--- config.mk ---
export PLATFORM = sky130hd
export DESIGN_NAME = if_fetch_redirect
export DESIGN_NICKNAME = d
export VERILOG_FILES = /design/src/rtl/cpu_pkg.sv /design/src/rtl/fetch_skid_buf.sv /design/src/rtl/if_fetch_redirect.sv
export SDC_FILE = /design/constraint.sdc
export NUM_CORES = 1
export LEC_CHECK = 0
export CAP_MARGIN = 5
export CORE_MARGIN = 1
export CORE_UTILIZATION = 50
export CTS_CLUSTER_DIAMETER = 50
export DETAILED_ROUTE_END_ITERATION = 10
export PLACE_DENSITY = 0.81
export SLEW_MARGIN = 25
export SYNTH_ARGS = -nofsm -noshare
export SYNTH_HDL_FRONTEND = slang
export SYNTH_SLANG_ARGS = --single-unit
--- constraint.sdc ---
create_clock -name clk -period 4.1 [get_ports clk]
set_input_delay 1.025 -clock clk [delete_from_list [all_inputs] [get_ports clk]]
set_output_delay 1.025 -clock clk [all_outputs]
set_load 0.02 [all_outputs]
--- src/rtl/cpu_pkg.sv ---
// cpu_pkg: shared constants and state encoding for the instruction fetch stage.
package cpu_pkg;

    localparam logic [31:0] RESET_VECTOR = 32'hBFC0_0000;
    localparam logic [31:0] INST_STEP    = 32'd4;

    typedef enum logic {
        SEQ     = 1'b0,
        WAIT_DS = 1'b1
    } fetch_state_t;

endpackage

--- src/rtl/fetch_skid_buf.sv ---
// fetch_skid_buf: one-entry holding register for an instruction returned by the
// SRAM while ID is stalled. flush has priority over pop, pop over push.
module fetch_skid_buf (
    input  logic        clk,
    input  logic        resetn,
    input  logic        flush,
    input  logic        push,
    input  logic        pop,
    input  logic [31:0] din,
    output logic        full,
    output logic [31:0] dout
);

    // Occupancy flag and stored word
    always_ff @(posedge clk or negedge resetn) begin
        if (!resetn) begin
            full <= 1'b0;
            dout <= 32'h0;
        end else if (flush || pop) begin
            full <= 1'b0;
        end else if (push && !full) begin
            full <= 1'b1;
            dout <= din;
        end
    end

endmodule

--- src/rtl/if_fetch_redirect.sv ---
// if_fetch_redirect: IF stage fetch PC generation with delayed-branch redirect,
// exception redirect and a one-entry skid buffer in front of ID.
// Optional build macro: PC_ALIGN_CHECK_EN (misaligned fetch PC raises adel_ID).
//
// state   | meaning
// SEQ     | sequential fetch, redirects from ID may be accepted
// WAIT_DS | redirect accepted, delay slot not yet fetched; target in pend_pc
module if_fetch_redirect
    import cpu_pkg::*;
(
    input  logic        clk,
    input  logic        resetn,
    output logic        inst_sram_en,
    output logic [31:0] inst_sram_addr,
    input  logic [31:0] inst_sram_rdata,
    input  logic        inst_sram_ready,
    input  logic        Branch_Jump,
    input  logic [31:0] BJ_address,
    input  logic        is_bj_ID,
    input  logic        stall_ID,
    input  logic        exc_redirect,
    input  logic [31:0] exc_address,
    output logic [31:0] PC_ID,
    output logic [31:0] inst_ID,
    output logic        valid_ID,
    output logic        is_ds_ID,
    output logic        adel_ID
);

    fetch_state_t state, next_state;
    logic [31:0]  fetch_pc, next_pc, pend_pc, next_pend;
    logic [31:0]  fetch_inst, skid_data;
    logic         en_r, skid_full, skid_push, skid_pop;
    logic         misaligned, adel_lock;
    logic         fetch_avail, fetch_done, redirect_acc;
    logic         ds_pend, ds_slot;

`ifdef PC_ALIGN_CHECK_EN
    assign misaligned = (fetch_pc[1:0] != 2'b00);
`else
    assign misaligned = 1'b0;
    assign adel_lock  = 1'b0;
    assign adel_ID    = 1'b0;
`endif

    assign inst_sram_addr = fetch_pc;
    assign inst_sram_en   = en_r & ~skid_full & ~misaligned;

    // A misaligned PC completes on its own without waiting for the SRAM
    assign fetch_avail  = skid_full | (inst_sram_en & inst_sram_ready) | (misaligned & ~adel_lock);
    assign fetch_done   = fetch_avail & ~stall_ID & ~exc_redirect;
    assign fetch_inst   = skid_full ? skid_data : (misaligned ? 32'h0 : inst_sram_rdata);
    assign skid_push    = inst_sram_en & inst_sram_ready & stall_ID & ~exc_redirect;
    assign skid_pop     = fetch_done & skid_full;
    assign redirect_acc = Branch_Jump & valid_ID & ~stall_ID & (state == SEQ);
    assign ds_slot      = (is_bj_ID & valid_ID) | ds_pend | (state == WAIT_DS);

    fetch_skid_buf u_skid (
        .clk    (clk),
        .resetn (resetn),
        .flush  (exc_redirect),
        .push   (skid_push),
        .pop    (skid_pop),
        .din    (inst_sram_rdata),
        .full   (skid_full),
        .dout   (skid_data)
    );

    // Next fetch PC, pending target and redirect state
    always_comb begin
        next_state = state;
        next_pc    = fetch_pc;
        next_pend  = pend_pc;
        case (state)
            SEQ: begin
                if (redirect_acc) begin
                    if (fetch_done) begin
                        next_pc = BJ_address;
                    end else begin
                        next_pend  = BJ_address;
                        next_state = WAIT_DS;
                    end
                end else if (fetch_done) begin
                    next_pc = fetch_pc + INST_STEP;
                end
            end
            WAIT_DS: begin
                if (fetch_done) begin
                    next_pc    = pend_pc;
                    next_state = SEQ;
                end
            end
            default: next_state = SEQ;
        endcase
        if (fetch_done && misaligned) begin
            next_pc = fetch_pc;
        end
        if (exc_redirect) begin
            next_pc    = exc_address;
            next_pend  = 32'h0;
            next_state = SEQ;
        end
    end

    // Fetch PC, state and SRAM enable registers
    always_ff @(posedge clk or negedge resetn) begin
        if (!resetn) begin
            fetch_pc <= RESET_VECTOR;
            pend_pc  <= 32'h0;
            state    <= SEQ;
            en_r     <= 1'b0;
        end else begin
            fetch_pc <= next_pc;
            pend_pc  <= next_pend;
            state    <= next_state;
            en_r     <= 1'b1;
        end
    end

    // ID stage registers: load on completion, bubble when nothing arrived, hold on stall
    always_ff @(posedge clk or negedge resetn) begin
        if (!resetn) begin
            PC_ID    <= 32'h0;
            inst_ID  <= 32'h0;
            valid_ID <= 1'b0;
            is_ds_ID <= 1'b0;
            ds_pend  <= 1'b0;
        end else if (exc_redirect) begin
            valid_ID <= 1'b0;
            is_ds_ID <= 1'b0;
            ds_pend  <= 1'b0;
        end else if (!stall_ID) begin
            if (fetch_done) begin
                PC_ID    <= fetch_pc;
                inst_ID  <= fetch_inst;
                valid_ID <= 1'b1;
                is_ds_ID <= ds_slot;
                ds_pend  <= 1'b0;
            end else begin
                valid_ID <= 1'b0;
                is_ds_ID <= 1'b0;
                ds_pend  <= ds_slot;
            end
        end
    end

`ifdef PC_ALIGN_CHECK_EN
    // Misaligned fetch reports adel once, then fetch stays parked until an exception redirect
    always_ff @(posedge clk or negedge resetn) begin
        if (!resetn) begin
            adel_ID   <= 1'b0;
            adel_lock <= 1'b0;
        end else if (exc_redirect) begin
            adel_ID   <= 1'b0;
            adel_lock <= 1'b0;
        end else if (!stall_ID) begin
            adel_ID <= fetch_done & misaligned;
            if (fetch_done && misaligned) begin
                adel_lock <= 1'b1;
            end
        end
    end
`endif

endmodule

=== Word level (Yosys, flattened, before mapping) ===
Index checks and enable logic that the tools add are counted.

* $add $sub $neg: 1
* Equality and inequality tests: 5
* Multiplexer cells: 26
* Bitwise logic cells: 19
* Reductions and logical operators: 9

{| class="wikitable"
|+ Operators by type and width
! kind !! count
|-
| 32-bit two-way mux || 10
|-
| 32-bit case mux with 2 select lines || 1
|-
| 32-bit by 3-bit adder with 32-bit output, second input constant || 1
|-
| 1-bit two-way mux || 14
|-
| 1-bit AND || 11
|-
| 3-bit AND reduction || 2
|-
| 1-bit NOT || 5
|-
| 2-bit != test, second input constant || 2
|-
| 2-bit AND reduction || 2
|-
| 2-bit nonzero test || 2
|-
| 3-bit by 2-bit != test with 1-bit output, second input constant || 1
|-
| 3-bit != test, second input constant || 1
|-
| 1-bit bitwise OR || 3
|-
| 2-bit by 1-bit != test with 1-bit output, second input constant || 1
|-
| 1-bit case mux with 2 select lines || 1
|-
| 1-bit logical AND || 1
|-
| 1-bit logical NOT || 1
|-
| 1-bit logical OR || 1
|}

* Register bits after elaboration: 166
* Input bits: 103
* Output and inout port bits: 100
* Logic and storage cells: 71

=== Longest topological paths before layout ===
* Depth after elaboration: 10
* Gate-level depth with buffers: 9

=== Hierarchy ===
Synthesis repeated with hierarchy kept, for this count alone.

* Cells, all modules: 878
* Area total of the unflattened synthesis: 8,250.4 um^2

{| class="wikitable"
|+ By module, submodules not included
! module !! times used !! cells each !! area each (um^2) !! seq. area each (um^2)
|-
| if_fetch_redirect || 1 || 807 || 6,998.0 || 3,339.5
|-
| fetch_skid_buf || 1 || 71 || 1,252.5 || 825.8
|}

=== Worst setup path after synthesis ===
Ideal clock, no wire load.

* Kind: input to register
* Start: input port stall_ID
* End: register fetch_pc[24], in the netlist inst_sram_addr[24]
* Setup time: 0.060 ns
* Arrival time: 2.480 ns
* Required time: 4.040 ns
* Path slack: 1.560 ns
* Stages: 6
* Path buffers: 2
* Cell sequence: clkbuf_1 -> or2_2 -> clkbuf_1 -> or4_1 -> a211oi_1 -> a211o_1

* Cells in the longest elaborated chain, start to end: 6
* Elaborated cells between the ends (all ways): 11
* Classes of those cells: eq/ne: 2; mux: 3; bitwise: 5; reduce/logical: 1

{| class="wikitable"
|+ Ends and longest elaborated chain
! what !! RTL line !! RTL
|-
| start: declaration || if_fetch_redirect.sv:20 || <nowiki>input logic stall_ID,</nowiki>
|-
| 1-bit NOT (no source line) * || - ||
|-
| 1-bit AND (2 in series) || if_fetch_redirect.sv:55 || <nowiki>assign redirect_acc = Branch_Jump & valid_ID & ~stall_ID & (state == SEQ);</nowiki>
|-
| 32-bit two-way mux || if_fetch_redirect.sv:76 || <nowiki>if (redirect_acc) begin</nowiki>
|-
| 32-bit case mux with 2 select lines || if_fetch_redirect.sv:74 || <nowiki>case (state)</nowiki>
|-
| 32-bit two-way mux || if_fetch_redirect.sv:98 || <nowiki>if (exc_redirect) begin</nowiki>
|-
| end signal: assignment || if_fetch_redirect.sv:113 || <nowiki>fetch_pc <= next_pc;</nowiki>
|-
| end: declaration || if_fetch_redirect.sv:31 || <nowiki>logic [31:0] fetch_pc, next_pc, pend_pc, next_pend;</nowiki>
|}

Mark *: on every way between the ends. The rest lies on a longest branch, timed or not.
A chain may end at the register's enable or synchronous reset.

=== Final worst setup path ===
Ends and elaborated chain as after synthesis.

==> results by group <==
GRT
  • Overall Global Routing Usage: 28.2%
  • Residual overflow from global routing: 0
  • First-pass GRT wire length: 35.7 mm
  • Via count of the first global-routing pass: 6,819
  • Maximum number of pins on one net before global-route repair: 98
  • Antenna violations before repair: 1

Synth
  • Top_reg_cell synth: dfrtp_1
  • Post-Synth Adder-Cell Area: less than 1%
  • Number of synthesized flops with an enable pin: 0
  • Proportion of register bits with asynchronous set or reset after synthesis: 100%
  • Number of warnings reported in the yosys synthesis log: 0
  • Synth top area share: 49.4%
  • Combinational family with the most area after synthesis: simple AND/OR/NAND/NOR gates
  • Synthesized-area fraction occupied by xor and xnor cells: 0.551%
  • Cell type with the largest total area after synthesis: dfrtp_1
  • Cell Area, Synth: approximately 7900 µm²
  • Count of unique library cells instantiated by Yosys: between 50 and 60
  • Simple-Gate Fraction of Synth Area: 17.5%
  • Compound-cell area share of the yosys netlist: between 10% and 20%
  • Number of nets in the synthesized netlist: around 950
  • Syn Area/Cell: 9.44 µm²
  • Post-synthesis sequential area ratio: 52.4%
  • Synthesized instance count: between 800 and 900
  • Share of cell area taken by muxes after synthesis: 8.69%
  • Synthesized flop and latch total: 166
  • Synth area leaders: dfrtp_1 (49%), nand2_1 (10%), mux2_2 (4.5%)

Critical path
  • Crit path max fanout: 26
  • Kind of end point of the critical path: register
  • Worst EP arrival: 3.24 ns
  • Type of the setup path with the least slack: primary input to register
  • Req. time, crit path: 4.47 ns
  • Worst Setup Start Kind: primary input
  • Worst-case reg-to-reg path depth: 6
  • FF-to-FF Start: u_skid.full$_DFFE_PN0P_
  • Worst setup path start: stall_ID
  • Worst Setup EP: inst_sram_addr[24]$_DFFE_PN1P_
  • Register-to-register setup slack: 1.53 ns
  • Worst R2R End: inst_sram_addr[24]$_DFFE_PN1P_

CTS
  • Clock insertion delay at the later pin of the skew report: 0.43 ns
  • Post-CTS Repair Setup Buffers: 0
  • Clock buffer count from CTS: 17
  • Cts hold-fix bufs: 0
  • Number of buffers on the longest clock path: 2
  • Root buffer cell: clkbuf_16
  • Sinks on the clock net: 166
  • Quantity of gates resized following cts: 0
  • CTS tree: built
  • Clock-pin slew on the worst setup and hold paths: about 0.07 ns
  • Number of levels the H-tree was split into: 4

Final layout
  • P&R area growth vs syn: 34.8%
  • # nets final: 1,113
  • Commonest cells after routing, fill and taps aside: nand2_1 (217), clkdlybuf4s50_1 (199), dfrtp_1 (156)
  • Post-layout util: 69.7%
  • Leading cell type in the layout, fill and taps excluded: nand2_1
  • Fraction of final layout cells with drive strength greater than 1: 10.2%

Place
  • HPWL Detailed: 14.8 mm
  • Total of buffers placed on input and output ports: 201
  • GPL Wtd Cong: about 0.86

Power and ir drop
  • Design internal power: 0.00344 W
  • Largest voltage drop on the vdd net: 341 µV
  • Cell area power density: between 400 and 500 nW/µm²
  • Comb power frac: 23.9%
  • Sequential cell fraction of total power: 42.7%
  • Net Sw Frac: 30.0%
  • Sw power: 0.00147 W
  • Static Leak: between 4 and 5 nW
  • Power share of the clock group: about a third

STA
  • Post-route fraction of the period consumed by the critical path: ~70%
  • Max-slew violation count: 0
  • Final count of negative-setup-slack endpoints: 0
  • Highest clock rate: between 300 and 400 MHz
  • Number of failing hold endpoints at the final stage: 0
  • Post-Route Setup TNS: 0 ns
  • Post-route minimum period: 2.87 ns
  • Layout Skew: 0.00815 ns
  • Worst slew pin tran: 0.904 ns
  • Final hold slack: 0.473 ns
  • Worst slew margin relative to its limit: 39.8%
  • Unrepaired setup endpoints after global routing: false

Floorplanning
  • FP Rows: 45
  • Count of boundary I/O pins: 203
  • Die span in x: approximately 130 µm
  • Placeable core area: 15,400 µm²
  • Die boundary height: approximately 130 µm
  • Floorplan die area: 16,400 µm²
  • Effective utilization at floorplan: 51.7%

Job
  • MaxCap Viol Count: 0

Drt
  • Number of search-and-repair iterations in the first detailed-routing pass: 7
  • DRC violation count after routing: 0
  • Initial drt markers: roughly 670
  • Via Count: 7,077
  • Wire length reported by the detailed router: around 22 mm
  • Detail Route Antenna Nets: 0
  • Number of vias per cell: ~5.7
  • Routed wire length per instance: 17.9 µm

Worst hold path
  • Worst min-delay path category: register to register

Outcome
  • Status: finished clean
power by group through the flow:
stage	sequential (W)	clock [W]	combinational, W
floorplan	0.00229	0	0.000365
global placement	0.00211	0	0.00115
detailed placement	0.00212	0	0.00118
CTS	0.00210	0.00166	0.00118
global route	0.00213	0.00172	0.00128
finish	0.00210	0.00164	0.00118
critical path, stage by stage:
cell	delay [ns]
clkdlybuf4s50_1	0.64
or2_2	0.62
or4_1	0.56
a211oi_1	0.26
a211o_1	0.13
how the worst min path moves through the flow:
stage                               startpoint                         end  cells past startpoint
finish                   PC_ID[14]$_DFFE_PN0P_       PC_ID[14]$_DFFE_PN0P_                      2
global route           inst_ID[22]$_DFFE_PN0P_     inst_ID[22]$_DFFE_PN0P_                      2
CTS                      PC_ID[14]$_DFFE_PN0P_       PC_ID[14]$_DFFE_PN0P_                      2
detailed placement       PC_ID[14]$_DFFE_PN0P_       PC_ID[14]$_DFFE_PN0P_                      2
floorplan           u_skid.dout[0]$_DFFE_PN0P_  u_skid.dout[0]$_DFFE_PN0P_                      1
global placement         PC_ID[14]$_DFFE_PN0P_       PC_ID[14]$_DFFE_PN0P_                      2
sequential cells by signal, summed over array words and instances (netlist names):
signal,flops
state,1
inst_ID,32
inst_sram_addr,32
u_skid.dout,32
PC_ID,32
is_ds_ID,1
ds_pend,1
en_r,1
pend_pc,32
valid_ID,1
u_skid.full,1
metrics by stage:
step | worst slack (ns) | power (W) | area [µm²] | instances
finish | 1.23 | 0.00492 | 10700 | 1234
global route | 1.11 | 0.00513 | 10700 | 1233
CTS | 1.25 | 0.00494 | 10700 | 1233
detailed placement | 0.810 | 0.00330 | 10100 | 1201
global placement | 0.854 | 0.00326 | 10100 | 1201
floorplan | 1.56 | 0.00266 | 7950 | 842
layout make-up:
class	instances	area, µm²
Fill cell	1177	4660
Sequential cell	166	4170
Multi-Input combinational cell	597	3500
Timing Repair Buffer	217	2140
Clock buffer	17	425
Tap cell	211	264
Clock inverter	15	178
Inverter	10	37.5
Antenna cell	1	2.50
per-layer routing:
metal,global-route usage [%],up-vias,wire length (µm)
met5,0,-,0
met4,8.86,0,342
met3,10.6,25,2480
met2,43.8,332,10200
met1,36.4,3395,9100
li1,-,3325,-
cell families (layout without fill, tap and decap cells):
kind of cell	Yosys count	after routing
AND/OR/NAND/NOR	318	318
AO/OA/AOI/OAI	206	206
flip-flops	166	166
buffers and inverters	79	259
multiplexers	65	65
XOR/XNOR	5	5
other	2	3
adder cells (fa/ha/maj)	1	1
cell usage after synthesis (2+ instances only):
master and instances:
a31oi_1 2, a21oi_1 51, buf_1 4, o221ai_1 2, dfrtp_1 157, o41ai_1 6, dfstp_2 9, or4_1 6
nand4_1 8, o221a_2 2, buf_2 7, nor3_1 10, o31a_1 10, nor4_1 12, a221o_1 6, a221oi_1 20
o211ai_1 5, nand2_1 218, mux2i_1 33, o22ai_1 4, nand3_1 15, a2bb2oi_1 3, mux2_2 32, a311oi_1 3
conb_1 2, xor2_1 2, a211oi_1 5, nor2_1 25, clkbuf_1 57, or3_1 12, o21ai_0 68, inv_1 10
xnor2_1 3, a22oi_1 8
No activity file was read; power rests on OpenSTA's default activity.
